`src/rtl/out_vc_state_pkg.sv`:
```
// Shared constants, VC state encoding and error bit indices for the per-output-port VC tracker.
// The optional AGGRESSIVE_VC_REALLOC_EN macro (see out_vc_slot) changes only slot behaviour.
package out_vc_state_pkg;

  localparam int NUM_VC    = 4;
  localparam int BUF_DEPTH = 4;
  localparam int CW        = $clog2(BUF_DEPTH + 1);
  localparam int VW        = $clog2(NUM_VC);
  localparam int ERR_W     = 3;

  localparam int ERR_UFL   = 0;
  localparam int ERR_OFL   = 1;
  localparam int ERR_PROTO = 2;

  localparam logic [CW-1:0] CREDIT_MAX = CW'(BUF_DEPTH);

  typedef enum logic [1:0] {
    VC_IDLE   = 2'd0,
    VC_ACTIVE = 2'd1,
    VC_DRAIN  = 2'd2
  } vc_state_e;

  function automatic logic [NUM_VC-1:0] vc_onehot(input logic valid, input logic [VW-1:0] vc);
    logic [NUM_VC-1:0] hot;
    hot = '0;
    for (int i = 0; i < NUM_VC; i++) begin
      hot[i] = valid && (vc == VW'(i));
    end
    return hot;
  endfunction

endpackage

```
`src/rtl/out_vc_state_if.sv`:
```
// Bundle of allocator claims, flit/credit events and VC status outputs for one output port.
// master drives the events and observes status; slave is the VC state tracker.
interface out_vc_state_if;
  import out_vc_state_pkg::*;

  logic [NUM_VC-1:0]    outVCAvailableReset;
  logic                 flit_valid;
  logic [VW-1:0]        flit_vc;
  logic                 flit_tail;
  logic                 credit_valid;
  logic [VW-1:0]        credit_vc;
  logic [NUM_VC-1:0]    outVCAvailable;
  logic [NUM_VC-1:0]    vc_has_credit;
  logic [NUM_VC*CW-1:0] credit_cnt;
  logic [ERR_W-1:0]     err;

  modport master (
    output outVCAvailableReset, flit_valid, flit_vc, flit_tail, credit_valid, credit_vc,
    input  outVCAvailable, vc_has_credit, credit_cnt, err
  );

  modport slave (
    input  outVCAvailableReset, flit_valid, flit_vc, flit_tail, credit_valid, credit_vc,
    output outVCAvailable, vc_has_credit, credit_cnt, err
  );

endinterface

```
`src/rtl/out_vc_slot.sv`:
```
// One downstream VC: IDLE/ACTIVE/DRAIN state machine plus its credit counter.
// With AGGRESSIVE_VC_REALLOC_EN defined the DRAIN state is skipped and a tail frees the VC at once.
module out_vc_slot
  import out_vc_state_pkg::*;
(
  input  logic          clk,
  input  logic          rstn,
  input  logic          claim,
  input  logic          flit_hit,
  input  logic          tail,
  input  logic          credit_hit,
  output logic          available,
  output logic          has_credit,
  output logic [CW-1:0] cnt,
  output logic          ufl,
  output logic          ofl,
  output logic          proto
);

  vc_state_e     state_q, state_d;
  logic [CW-1:0] cnt_q, cnt_d;
  logic          available_q, available_d;
  logic          has_credit_q, has_credit_d;

  // A same-cycle flit and credit cancel, so neither bound can be crossed then.
  always_comb begin
    cnt_d = cnt_q;
    ufl   = 1'b0;
    ofl   = 1'b0;
    if (flit_hit && !credit_hit) begin
      if (cnt_q == '0) begin
        ufl = 1'b1;
      end else begin
        cnt_d = cnt_q - 1'b1;
      end
    end else if (credit_hit && !flit_hit) begin
      if (cnt_q == CREDIT_MAX) begin
        ofl = 1'b1;
      end else begin
        cnt_d = cnt_q + 1'b1;
      end
    end
  end

  always_comb begin
    state_d = state_q;
    proto   = 1'b0;
    unique case (state_q)
      VC_IDLE: begin
`ifndef AGGRESSIVE_VC_REALLOC_EN
        if (flit_hit) begin
          proto = 1'b1;
        end
`endif
        if (claim) begin
          state_d = VC_ACTIVE;
        end
      end
      VC_ACTIVE: begin
        if (claim) begin
          proto = 1'b1;
        end
        if (flit_hit && tail) begin
`ifdef AGGRESSIVE_VC_REALLOC_EN
          state_d = VC_IDLE;
`else
          state_d = VC_DRAIN;
`endif
        end
      end
`ifndef AGGRESSIVE_VC_REALLOC_EN
      VC_DRAIN: begin
        if (claim || flit_hit) begin
          proto = 1'b1;
        end
        if (cnt_d == CREDIT_MAX) begin
          state_d = VC_IDLE;
        end
      end
`endif
      default: begin
        state_d = VC_IDLE;
      end
    endcase
  end

  always_comb begin
    available_d  = (state_d == VC_IDLE);
    has_credit_d = (cnt_d != '0);
  end

  always_ff @(posedge clk) begin
    if (!rstn) begin
      state_q      <= VC_IDLE;
      cnt_q        <= CREDIT_MAX;
      available_q  <= 1'b1;
      has_credit_q <= 1'b1;
    end else begin
      state_q      <= state_d;
      cnt_q        <= cnt_d;
      available_q  <= available_d;
      has_credit_q <= has_credit_d;
    end
  end

  assign available  = available_q;
  assign has_credit = has_credit_q;
  assign cnt        = cnt_q;

endmodule

```
`src/rtl/out_vc_state.sv`:
```
// Per-output-port VC state and credit tracker: one out_vc_slot per VC plus sticky error flags.
// Honours AGGRESSIVE_VC_REALLOC_EN through the slots.
module out_vc_state
  import out_vc_state_pkg::*;
(
  input  logic           clk,
  input  logic           rstn,
  out_vc_state_if.slave  bus
);

  logic [NUM_VC-1:0]    flit_hit;
  logic [NUM_VC-1:0]    credit_hit;
  logic [NUM_VC-1:0]    available;
  logic [NUM_VC-1:0]    has_credit;
  logic [NUM_VC-1:0]    ufl;
  logic [NUM_VC-1:0]    ofl;
  logic [NUM_VC-1:0]    proto;
  logic [NUM_VC*CW-1:0] cnt_flat;
  logic [ERR_W-1:0]     err_q, err_d;

  always_comb begin
    flit_hit   = vc_onehot(bus.flit_valid, bus.flit_vc);
    credit_hit = vc_onehot(bus.credit_valid, bus.credit_vc);
  end

  for (genvar g = 0; g < NUM_VC; g++) begin : g_slot
    out_vc_slot u_slot (
      .clk        (clk),
      .rstn       (rstn),
      .claim      (bus.outVCAvailableReset[g]),
      .flit_hit   (flit_hit[g]),
      .tail       (bus.flit_tail),
      .credit_hit (credit_hit[g]),
      .available  (available[g]),
      .has_credit (has_credit[g]),
      .cnt        (cnt_flat[g*CW +: CW]),
      .ufl        (ufl[g]),
      .ofl        (ofl[g]),
      .proto      (proto[g])
    );
  end

  // Error flags accumulate until the next reset.
  always_comb begin
    err_d            = err_q;
    err_d[ERR_UFL]   = err_q[ERR_UFL]   | (|ufl);
    err_d[ERR_OFL]   = err_q[ERR_OFL]   | (|ofl);
    err_d[ERR_PROTO] = err_q[ERR_PROTO] | (|proto);
  end

  always_ff @(posedge clk) begin
    if (!rstn) begin
      err_q <= '0;
    end else begin
      err_q <= err_d;
    end
  end

  assign bus.outVCAvailable = available;
  assign bus.vc_has_credit  = has_credit;
  assign bus.credit_cnt     = cnt_flat;
  assign bus.err            = err_q;

endmodule

```
`src/flat_wrapper.sv`:
```
// flat-port wrapper written by rule: the top's interface ports become plain ports
module out_vc_state_flat import out_vc_state_pkg::*;
  (clk, rstn, bus_outVCAvailableReset, bus_flit_valid, bus_flit_vc, bus_flit_tail, bus_credit_valid, bus_credit_vc, bus_outVCAvailable, bus_vc_has_credit, bus_credit_cnt, bus_err);
  out_vc_state_if bus_i ();
  input  logic clk;
  input  logic rstn;
  input wire logic [$bits(bus_i.outVCAvailableReset)-1:0] bus_outVCAvailableReset;
  input wire logic [$bits(bus_i.flit_valid)-1:0] bus_flit_valid;
  input wire logic [$bits(bus_i.flit_vc)-1:0] bus_flit_vc;
  input wire logic [$bits(bus_i.flit_tail)-1:0] bus_flit_tail;
  input wire logic [$bits(bus_i.credit_valid)-1:0] bus_credit_valid;
  input wire logic [$bits(bus_i.credit_vc)-1:0] bus_credit_vc;
  output wire logic [$bits(bus_i.outVCAvailable)-1:0] bus_outVCAvailable;
  output wire logic [$bits(bus_i.vc_has_credit)-1:0] bus_vc_has_credit;
  output wire logic [$bits(bus_i.credit_cnt)-1:0] bus_credit_cnt;
  output wire logic [$bits(bus_i.err)-1:0] bus_err;
  assign bus_i.outVCAvailableReset = bus_outVCAvailableReset;
  assign bus_i.flit_valid = bus_flit_valid;
  assign bus_i.flit_vc = bus_flit_vc;
  assign bus_i.flit_tail = bus_flit_tail;
  assign bus_i.credit_valid = bus_credit_valid;
  assign bus_i.credit_vc = bus_credit_vc;
  assign bus_outVCAvailable = bus_i.outVCAvailable;
  assign bus_vc_has_credit = bus_i.vc_has_credit;
  assign bus_credit_cnt = bus_i.credit_cnt;
  assign bus_err = bus_i.err;
  out_vc_state u_core (.clk(clk), .rstn(rstn), .bus(bus_i));
endmodule
```
`config.mk`:
```
export PLATFORM = sky130hd
export DESIGN_NAME = out_vc_state_flat
export DESIGN_NICKNAME = d
export VERILOG_FILES = /design/src/rtl/out_vc_state_pkg.sv /design/src/rtl/out_vc_state_if.sv /design/src/rtl/out_vc_slot.sv /design/src/rtl/out_vc_state.sv /design/src/flat_wrapper.sv
export SDC_FILE = /design/constraint.sdc
export NUM_CORES = 1
export LEC_CHECK = 0
export CAP_MARGIN = 10
export CORE_MARGIN = 8
export CORE_UTILIZATION = 30
export CTS_BUF_LIST = sky130_fd_sc_hd__clkbuf_8
export DETAILED_ROUTE_END_ITERATION = 12
export PLACE_DENSITY_LB_ADDON = 0.25
export SLEW_MARGIN = 20
export SYNTH_ARGS = -nofsm -noshare
export SYNTH_HDL_FRONTEND = slang
export SYNTH_SLANG_ARGS = --single-unit
```
`constraint.sdc`:
```
create_clock -name clk -period 2.55 [get_ports clk]
set_clock_uncertainty 0.1 [all_clocks]
set_input_delay 0.6375 -clock clk [delete_from_list [all_inputs] [get_ports clk]]
set_output_delay 0.6375 -clock clk [all_outputs]
set_load 0.01 [all_outputs]
```
## Word-level counts from Yosys, hierarchy flattened

Cells that the tools add are included.

- Eq/ne operators: 22
- Mux-type cells: 68
- Add/sub/neg operators: 8
- Bitwise logic cells: 3
- Reduce and logical (&&, ||, !) cells: 53

Operators with widths:

| cell | number |
|---|---|
| 3-bit two-way mux | 16 |
| 1-bit two-way mux | 32 |
| 3-bit == test, second input constant | 8 |
| 2-bit two-way mux | 12 |
| 2-bit case mux with 3 select lines | 4 |
| 1-bit logical AND | 20 |
| 2-bit logical NOT | 10 |
| 2-bit == test, second input constant | 8 |
| 3-bit by 1-bit adder with 3-bit output, second input constant | 4 |
| 2-bit by 1-bit == test with 1-bit output, second input constant | 6 |
| 3-bit logical NOT | 4 |
| 1-bit case mux with 3 select lines | 4 |
| 3-bit nonzero test | 4 |
| 4-bit OR reduction | 3 |
| 3-bit by 1-bit subtractor with 3-bit output, second input constant | 4 |
| 1-bit logical NOT | 8 |
| 1-bit logical OR | 4 |
| 1-bit bitwise OR | 3 |

- Word-level logic and storage cells: 171
- Bits in registers: 31
- Output and inout port bits: 23
- Input bits: 13

## Depth between registers and ports, before layout

Gate-level depths: netlist of the first run.

- Word-level depth: 10
- Mapped depth: 8

## Hierarchy

From an unflattened synthesis of the first run, not the netlist that was laid out.

- Cells, all modules: 247
- Area, all modules: 2172.1 um^2

Modules (own cells, without submodules):

| module | area each (um^2) | cells each | sequential area each (um^2) | times used |
|---|---|---|---|---|
| out_vc_slot | 501.7 | 57 | 140.1 | 4 |
| out_vc_state | 165.2 | 19 | 60.1 | 1 |

## Worst setup path after synthesis of the first run

No wires, ideal clock.

- Path kind: flip-flop to flip-flop
- Start: register u_core.g_slot[3].u_slot.cnt_q[0]
- End: register u_core.g_slot[3].u_slot.state_q[1]
- Path buffers: 0
- Data required time: 2335 ps
- Path slack: 327 ps
- Arrival time: 2008 ps
- Cell stages (with the launch flop): 9
- Clock period less this slack: 2223 ps
- Cell sequence: dfxtp_1 > inv_1 > ha_1 > nor2b_1 > or3_1 > a31o_1 > a211oi_1 > a211oi_1 > o21a_1

- Word-level cells in the longest chain between the ends: 7
- Elaborated cells between the ends (all ways): 11
- Those cells by class: add/sub (2); eq/ne (2); mux (6); reduce/logical (1)

RTL lines:

| element | RTL line | source |
|---|---|---|
| from (decl) | out_vc_slot.sv:21 | `logic [CW-1:0] cnt_q, cnt_d;` |
| from (signal assigned) | out_vc_slot.sv:100 | `cnt_q <= cnt_d;` |
| 3-bit by 1-bit adder with 3-bit output or 3-bit == test (tied branches) | out_vc_slot.sv:40, out_vc_slot.sv:37 |  |
| 3-bit two-way mux | out_vc_slot.sv:37 | `if (cnt_q == CREDIT_MAX) begin` |
| 3-bit two-way mux | out_vc_slot.sv:36 | `end else if (credit_hit && !flit_hit) begin` |
| 3-bit two-way mux * | out_vc_slot.sv:30 | `if (flit_hit && !credit_hit) begin` |
| 3-bit == test * | out_vc_slot.sv:76 | `if (cnt_d == CREDIT_MAX) begin` |
| 2-bit two-way mux * | out_vc_slot.sv:76 |  |
| 2-bit case mux with 3 select lines * | out_vc_slot.sv:48 | `unique case (state_q)` |
| to (signal assigned) | out_vc_slot.sv:99 | `state_q <= state_d;` |
| to (decl) | out_vc_slot.sv:20 | `vc_state_e state_q, state_d;` |

Every way passes the cells marked *; elsewhere a longest branch is shown, timed or not.
A chain may end at the register's enable or synchronous reset.

## Worst setup path after layout of the first run

- Start: input bus_flit_valid
- End: register u_core.g_slot[1].u_slot.state_q[1]

- Word-level cells in the longest chain between the ends: 8
- Elaborated cells between the ends (all ways): 11
- Those cells by class: eq/ne (1); mux (5); reduce/logical (5)

RTL lines:

| element | RTL line | source |
|---|---|---|
| from (decl) | flat_wrapper.sv:8 | `input wire logic [$bits(bus_i.flit_valid)-1:0] bus_flit_valid;` |
| 1-bit logical AND * | out_vc_state_pkg.sv:27 | `hot[i] = valid && (vc == VW'(i));` |
| 1-bit logical NOT | out_vc_slot.sv:36 |  |
| 1-bit logical AND | out_vc_slot.sv:36 |  |
| 3-bit two-way mux | out_vc_slot.sv:36 |  |
| 3-bit two-way mux | out_vc_slot.sv:30 |  |
| 3-bit == test | out_vc_slot.sv:76 |  |
| 2-bit two-way mux | out_vc_slot.sv:76 |  |
| 2-bit case mux with 3 select lines * | out_vc_slot.sv:48 |  |
| to (signal assigned) | out_vc_slot.sv:99 |  |
| to (decl) | out_vc_slot.sv:20 |  |

Marked as above.

==> results of run 1 <==
[registers in the layout (all words and copies together), names as in the netlist]
| name | flops |
|---|---|
| u_core.g_slot.u_slot.cnt | 12 |
| u_core.g_slot.u_slot.state_q | 8 |
| u_core.g_slot.u_slot.available | 4 |
| u_core.g_slot.u_slot.has_credit | 4 |
| u_core.bus.err | 3 |
[final timing paths]
kind,end,slack (ns),cells after the start
setup / recovery,u_core.g_slot[1].u_slot.state_q[1]$_SDFF_PN0_,0.11,8
hold / removal,u_core.bus.err[0]$_SDFF_PN0_,0.40,2
setup reg to reg,u_core.g_slot[3].u_slot.state_q[1]$_SDFF_PN0_,0.21,9
hold reg to reg,u_core.bus.err[0]$_SDFF_PN0_,0.40,2
[logic make-up after synthesis]
logic type,after synthesis,synth area share (%)
muxes,3,1.54
AOI/OAI and AO/OA,66,23.4
buffers and inverters,27,6.94
and+or+nand+nor,93,27.2
adders and majority gates,12,7.71
DFF,31,31.9
xor gates and xnor gates,3,1.35
[routing by layer]
| metal | routed length [um] | vias up | track usage, % |
|---|---|---|---|
| met4 | 47 | 0 | 2.65 |
| met1 | 2370 | 858 | 13.6 |
| met2 | 2370 | 33 | 18.8 |
| li1 | - | 965 | - |
| met3 | 261 | 7 | 3.79 |
| met5 | 0 | - | 0 |
[per-stage QoR]
step	setup TNS, ns	util [%]	hold slack (ns)
2_1_floorplan	0	-	0.417
3_3_place_gp	-1.96	40.2	0.377
3_5_place_dp	-2.41	40.2	0.384
4_1_cts	0	41.6	0.400
5_1_grt	-0.00411	42.0	0.457
6_report	0	42.0	0.396
[layout make-up]
type | count | area share [%]
Clock inverter | 1 | 0.189
Tap cell | 77 | 3.63
Timing Repair Buffer | 65 | 22.0
Inverter | 14 | 1.98
Clock buffer | 6 | 3.11
Multi-Input combinational cell | 177 | 45.7
Sequential cell | 31 | 23.4
[tightest hold or removal path: stages, from the launching register on]
cell and delay (ns):
dfxtp_1 0.34, nor3_1 0.06, nor2_1 0.07
[Yosys cell counts (2+ instances only)]
| cell | count | share of area [%] |
|---|---|---|
| dfxtp_1 | 31 | 32 |
| nor2_1 | 25 | 4.8 |
| a21oi_1 | 16 | 4.1 |
| inv_1 | 14 | 2.7 |
| ha_1 | 12 | 7.7 |
| nand3_1 | 11 | 2.8 |
| and3_1 | 9 | 2.9 |
| nand2_1 | 9 | 1.7 |
| buf_4 | 8 | 3.1 |
| o21a_1 | 7 | 2.7 |
| a31oi_1 | 6 | 1.9 |
| nand2b_1 | 6 | 1.9 |
| a211oi_1 | 5 | 1.9 |
| nor2b_1 | 5 | 1.6 |
| a21o_1 | 4 | 1.5 |
| nand3b_1 | 4 | 1.5 |
| nor3_1 | 4 | 1.0 |
| o21ai_0 | 4 | 1.0 |
| o21ai_1 | 4 | 1.0 |
| o22ai_1 | 4 | 1.3 |
| and3b_1 | 3 | 1.3 |
| buf_2 | 3 | 0.77 |
| mux2i_1 | 3 | 1.5 |
| xnor2_1 | 3 | 1.3 |
| a32o_1 | 2 | 1.0 |
| and2_1 | 2 | 0.64 |
| clkbuf_1 | 2 | 0.39 |
| nand4_1 | 2 | 0.64 |
| o211ai_1 | 2 | 0.77 |
| or3_1 | 2 | 0.64 |
[repair_timing]
action	CTS	global route
endpoints found under the setup margin	0	8
endpoints found under the hold margin	0	0
gates resized for setup	0	8
[power by group]
group / switching [mW] / internal (mW)
registers: 0.0399 / 0.524
logic: 0.231 / 0.267
clock network: 0.189 / 0.212
==> results.md, run 1 <==
* IO Pins at 36
* Crit path max fanout at 5
* Share of cells above drive strength 1 at 17.7%
* Design Area, Final at 0.00265 mm2
* Commonest non-fill, non-tap cell in the layout: clkdlybuf4s50_1
* Multi-input gate area at 0.00121 mm2
* # placed instances at 364
* CTS Sinks at 31
* Commonest non-fill, non-tap cells in the layout: 32 x clkdlybuf4s50_1, 31 x dfxtp_1, 30 x buf_4
* Warnings from Yosys at 0
* DRC viols at 0
* Hold WC Path Type: flop to flop
* Top FF cell, synth: dfxtp_1
* Mapped Area at 0.00195 mm2
* Max Fclk at 410 MHz
* IO buf count at 35
* Final-report max-slew violation count at 0
* Worst slew margin at 71.6%
* Post-route ant nets at 0
* Via count of the first global-routing pass at 1834
* Final Power at 1.46 mW
* Worst Tran Pin Value at 0.420 ns
* GRT Total Usage at 11.3%
* Clk root buf: clkbuf_8
* Setup bufs post-CTS at 0
* Crit. Startpoint: bus_flit_valid
* Ys async rst share at 0%
* Worst path bufs/invs at 2
* Total Wirelength at 5.05 mm
* DR vias/cell at 5.02
* Reg2reg start: u_core.g_slot[3].u_slot.cnt[1]$_SDFF_PN0_
* First-pass GRT wire length at 8.31 mm
* Seq/Total Area, Yosys at 31.9%
* Worst path cell trace: clkdlybuf4s50_1 -> and3b_1 -> buf_4 -> nor3b_1 -> or3_1 -> a211oi_2 -> a21oi_1 -> o21a_1
* CTS Buf Count at 5
* Outcome: complete, no violations
* Fin nets at 319
* Pwr Density at 552 mW/mm2
* GRT Residual Overflow at 0
* Max-cap violations at 0
* Worst path top cell family by delay: buffers and inverters
* Core ar. at 0.00631 mm2
* Placer Congestion at 0.789
* Via count at 1863
* Placement Setup Slack at -0.269 ns
* Initial Utilization at 30.9%
* Area Overhead vs Synth at 36.2%
* Die ar. at 0.00933 mm2
* DRT Pass-1 Iters at 4
* CTS clk-pin slew, worst paths at 0.07 ns
* Fin worst setup slack at 0.111 ns
* Row count at 29
* Later-pin clock latency in the skew report at 0.28 ns
* CP Data Arrival Time at 2.52 ns
* Critical path's slowest cell: clkdlybuf4s50_1
* Crit path time final at 2.44 ns
* Final Hold Viols at 0
* Pin count of the biggest net entering global routing at 20
* Non-filler instance count after layout at 371
* CTS tree: yes
* # fillers at 659
* Lkg Pwr at 1.16 nW
* WS Path Type: input port to flop
* Hold_sp: u_core.bus.err[0]$_SDFF_PN0_
* Post-synthesis cell count at 235
* Initial antenna violation count at 0
* Hold_buf cts at 0
* Worst Setup Start Kind: input port
* # setup viols final at 0
* Die Y at 96.6 um
* Mapped Nets at 260
* Iteration-0 DRC count of the detailed router at 83
* CP max stage delay at 0.52 ns
* Diodes inserted at 0
* Clock Path Buffers at 2
* CP Data Required Time at 2.63 ns
* Wire per inst at 13.6 um
* Dpl hpwl at 4.00 mm
* Mean post-synth cell area at 8.29 um2
* Crit. End Element: flop
* Number of synthesized flops with an enable pin at 0
* Die X at 96.6 um
* FF/Latch Area at 621 um2
* H-tree depth at 2
* Netlist cell types at 53
* Peak supply drop at 0.000237 V
* Flops & latches, synth at 31
* DP Area at 0.00254 mm2
* Final period util at 95.6%
Power figures use the tool's default switching activity.
==> run 2, diff against run 1 <==
- GPL_TIMING_DRIVEN: default -> 0
==> run 2 against run 1 <==
Effect of this change:
- global-route usage fell by 0.23 points
- cell area fell by 4.1%
- worst hold slack improved by 0.016 ns
- fmax rose by 0.80%
- clock power fell by 8.2%
- sequential share of layout area rose by 1.0 points
- final cell count fell by 3.8%
- power fell by 4.6%
- non-clock buffer count fell by 15
- register-to-register slack improved by 0.07 ns
==> results.md, run 2 (synthesis results as in run 1) <==
* Lkg Pwr at 1.09 nW (-6.3%)
* FF/Latch Area at 621 um2 (unchanged)
* Pwr Density at 549 mW/mm2 (-0.50%)
* Fin worst setup slack at 0.131 ns (+0.0195 ns)
* IO Pins at 36 (unchanged)
* Worst path bufs/invs at 2 (unchanged)
* # placed instances at 347 (-4.7%)
* Row count at 29 (unchanged)
* Worst path cell trace: clkdlybuf4s50_1 -> and3b_1 -> clkbuf_4 -> mux2i_1 -> nor2_1 -> nor4_2 -> a211oi_2 -> o21a_1
* Switch share at 32.4% (+0.99 points)
* Fin nets at 304 (-4.7%)
* GR Layer Usage met2 at 18.2% (-0.62 points)
* Worst Setup Start Kind: input port
* CTS Buf Count at 5 (unchanged)
* GRT Total Usage at 11.0% (-0.23 points)
* CP Data Required Time at 2.63 ns (about the same)
* R2R Setup Slk at 0.28 ns (+0.07 ns)
* Worst Tran Pin Value at 0.529 ns (+0.109 ns)
* Critical path's slowest cell: clkdlybuf4s50_1
* Pin count of the biggest net entering global routing at 11 (-45%)
* CTS tree: yes
* Share of cells above drive strength 1 at 12.9% (-4.8 points)
* Final-report max-slew violation count at 0 (unchanged)
* Die ar. at 0.00933 mm2 (unchanged)
* Die X at 96.6 um (unchanged)
* Core ar. at 0.00631 mm2 (unchanged)
* Crit. End Element: flop
* Via count of the first global-routing pass at 1738 (-5.2%)
* Initial Utilization at 30.9% (unchanged)
* Non-filler instance count after layout at 357 (-3.8%)
* CTS Sinks at 31 (unchanged)
* Most Crowded Layer GR: met2
* Max-cap violations at 0 (unchanged)
* Outcome: complete, no violations
* CTS clk-pin slew, worst paths at 0.07 ns (about the same)
* H-tree depth at 2 (unchanged)
* DP Area at 0.00239 mm2 (-5.6%)
* Multi-input gate area at 0.00123 mm2 (+1.9%)
* Die Y at 96.6 um (unchanged)
* Total Wirelength at 4.94 mm (-2.0%)
* Hold WC Path Type: flop to flop
* Via count at 1842 (-1.1%)
* Area Overhead vs Synth at 30.6%
* Sequential share of power at 40.3% (+1.7 points)
* Post-route ant nets at 0 (unchanged)
* Design Area, Final at 0.00254 mm2 (-4.1%)
* Crit path max fanout at 9 (+4)
* Final period util at 94.9% (-0.76 points)
* First-pass GRT wire length at 8.00 mm (-3.7%)
* Pint at 0.943 mW (-6.0%)
* Max reg flops at 12 (unchanged)
* Iteration-0 DRC count of the detailed router at 66 (-20%)
* Diodes inserted at 0 (unchanged)
* Switching Power at 0.453 mW (-1.6%)
* CP max stage delay at 0.52 ns (about the same)
* DRC viols at 0 (unchanged)
* Final Power at 1.40 mW (-4.6%)
* Dpl hpwl at 3.85 mm (-3.8%)
* Placement Setup Slack at -0.357 ns (-0.0882 ns)
* Peak supply drop at 0.000246 V (+3.9%)
* IO buf count at 35 (unchanged)
* Met3 usage at 3.32% (-0.46 points)
* Crit path time final at 2.42 ns (-0.0195 ns)
* Initial antenna violation count at 0 (unchanged)
* Placer Congestion at 0.783 (-0.77%)
* Worst slew margin at 64.7% (-6.9 points)
* Wire per inst at 13.8 um (+1.8%)
* Commonest non-fill, non-tap cell in the layout: dfxtp_1
* Final Hold Viols at 0 (unchanged)
* GRT Residual Overflow at 0 (unchanged)
* CP Data Arrival Time at 2.50 ns (-0.02 ns)
* DR vias/cell at 5.16 (+2.8%)
* Hold_buf cts at 0 (unchanged)
* DRT Pass-1 Iters at 6 (+2)
* M1 GR Usage at 13.1% (-0.44 points)
* Comb power frac at 33.4% (-0.7 points)
* Clk root buf: clkbuf_8
* Commonest non-fill, non-tap cells in the layout: 31 x dfxtp_1, 30 x clkdlybuf4s50_1, 25 x nor2_1
* # fillers at 682 (+3.5%)
* WS Path Type: input port to flop
* # setup viols final at 0 (unchanged)
* Part of the power in the clock network at 26.4% (-1.0 points)
* Later-pin clock latency in the skew report at 0.29 ns (about the same)
* Clock Path Buffers at 2 (unchanged)
* Worst path top cell family by delay: buffers and inverters
* Max Fclk at 413 MHz (+0.80%)
==> run 2: changes by cell type in the layout (fill, tap and decap cells not counted), moves of 2 or more <==
cell / before / now
buf_4: 30 / 10
a211oi_1: 5 / 2
a211oi_2: 1 / 4
clkbuf_1: 0 / 2
clkbuf_4: 0 / 2
clkdlybuf4s50_1: 32 / 30
dlygate4sd2_1: 0 / 2
inv_1: 14 / 16
==> run 2: worst register-to-register path, delay by kind of cell (launching register included) <==
kind / cells / cell delay (ns)
buffers and inverters: 1 / 0.09
AO/OA/AOI/OAI: 4 / 0.80
flip-flops: 1 / 0.35
adder cells (fa/ha/maj): 1 / 0.36
AND/OR/NAND/NOR: 2 / 0.48
==> run 2: metal layers <==
metal	vias to the layer above	part of all wire (%)	wire length, um
li1	941	-	-
met1	857	46	2270
met2	34	47	2330
met3	10	5.2	258
met4	0	1.6	81
met5	-	0	0
==> run 2: path summary, 6_finish.rpt <==
kind	startpoint	end	depth (start not counted)
worst max-delay path	bus_flit_valid	u_core.g_slot[2].u_slot.state_q[1]$_SDFF_PN0_	8
worst min-delay path	u_core.bus.err[0]$_SDFF_PN0_	u_core.bus.err[0]$_SDFF_PN0_	2
worst max register to register	u_core.g_slot[3].u_slot.cnt[0]$_SDFF_PN0_	u_core.g_slot[3].u_slot.state_q[1]$_SDFF_PN0_	8
worst min register to register	u_core.bus.err[0]$_SDFF_PN0_	u_core.bus.err[0]$_SDFF_PN0_	2
==> run 2: metrics by stage <==
step / util (%) / hold WS (ns) / TNS, ns
after floorplan: - / 0.417 / 0
after global placement: 37.9 / 0.385 / -3.03
after detailed placement: 37.9 / 0.398 / -2.96
after CTS: 39.4 / 0.414 / 0
after global routing: 40.3 / 0.458 / -0.00257
final: 40.3 / 0.412 / 0
==> run 2: power groups by stage <==
stage | Sequential (mW) | Combinational, mW | Clock (mW)
floorplan | 0.577 | 0.283 | 0
global placement | 0.573 | 0.447 | 0
detailed placement | 0.574 | 0.449 | 0
CTS | 0.562 | 0.453 | 0.378
global route | 0.570 | 0.521 | 0.399
finish | 0.562 | 0.466 | 0.368
==> run 2: final cells by class <==
| class | count | area share [%] |
|---|---|---|
| Sequential cell | 31 | 24.4 |
| Clock inverter | 3 | 0.492 |
| Tap cell | 77 | 3.79 |
| Clock buffer | 5 | 2.71 |
| Buffer | 13 | 3.44 |
| Timing Repair Buffer | 37 | 14.6 |
| Multi-Input combinational cell | 177 | 48.5 |
| Inverter | 14 | 2.07 |
==> run 2: what timing repair did <==
item                                    CTS  global route
setup buffers                             0             2
pin swaps                                 0             1
resized for setup                         4            11
endpoints found under the setup margin    3             7
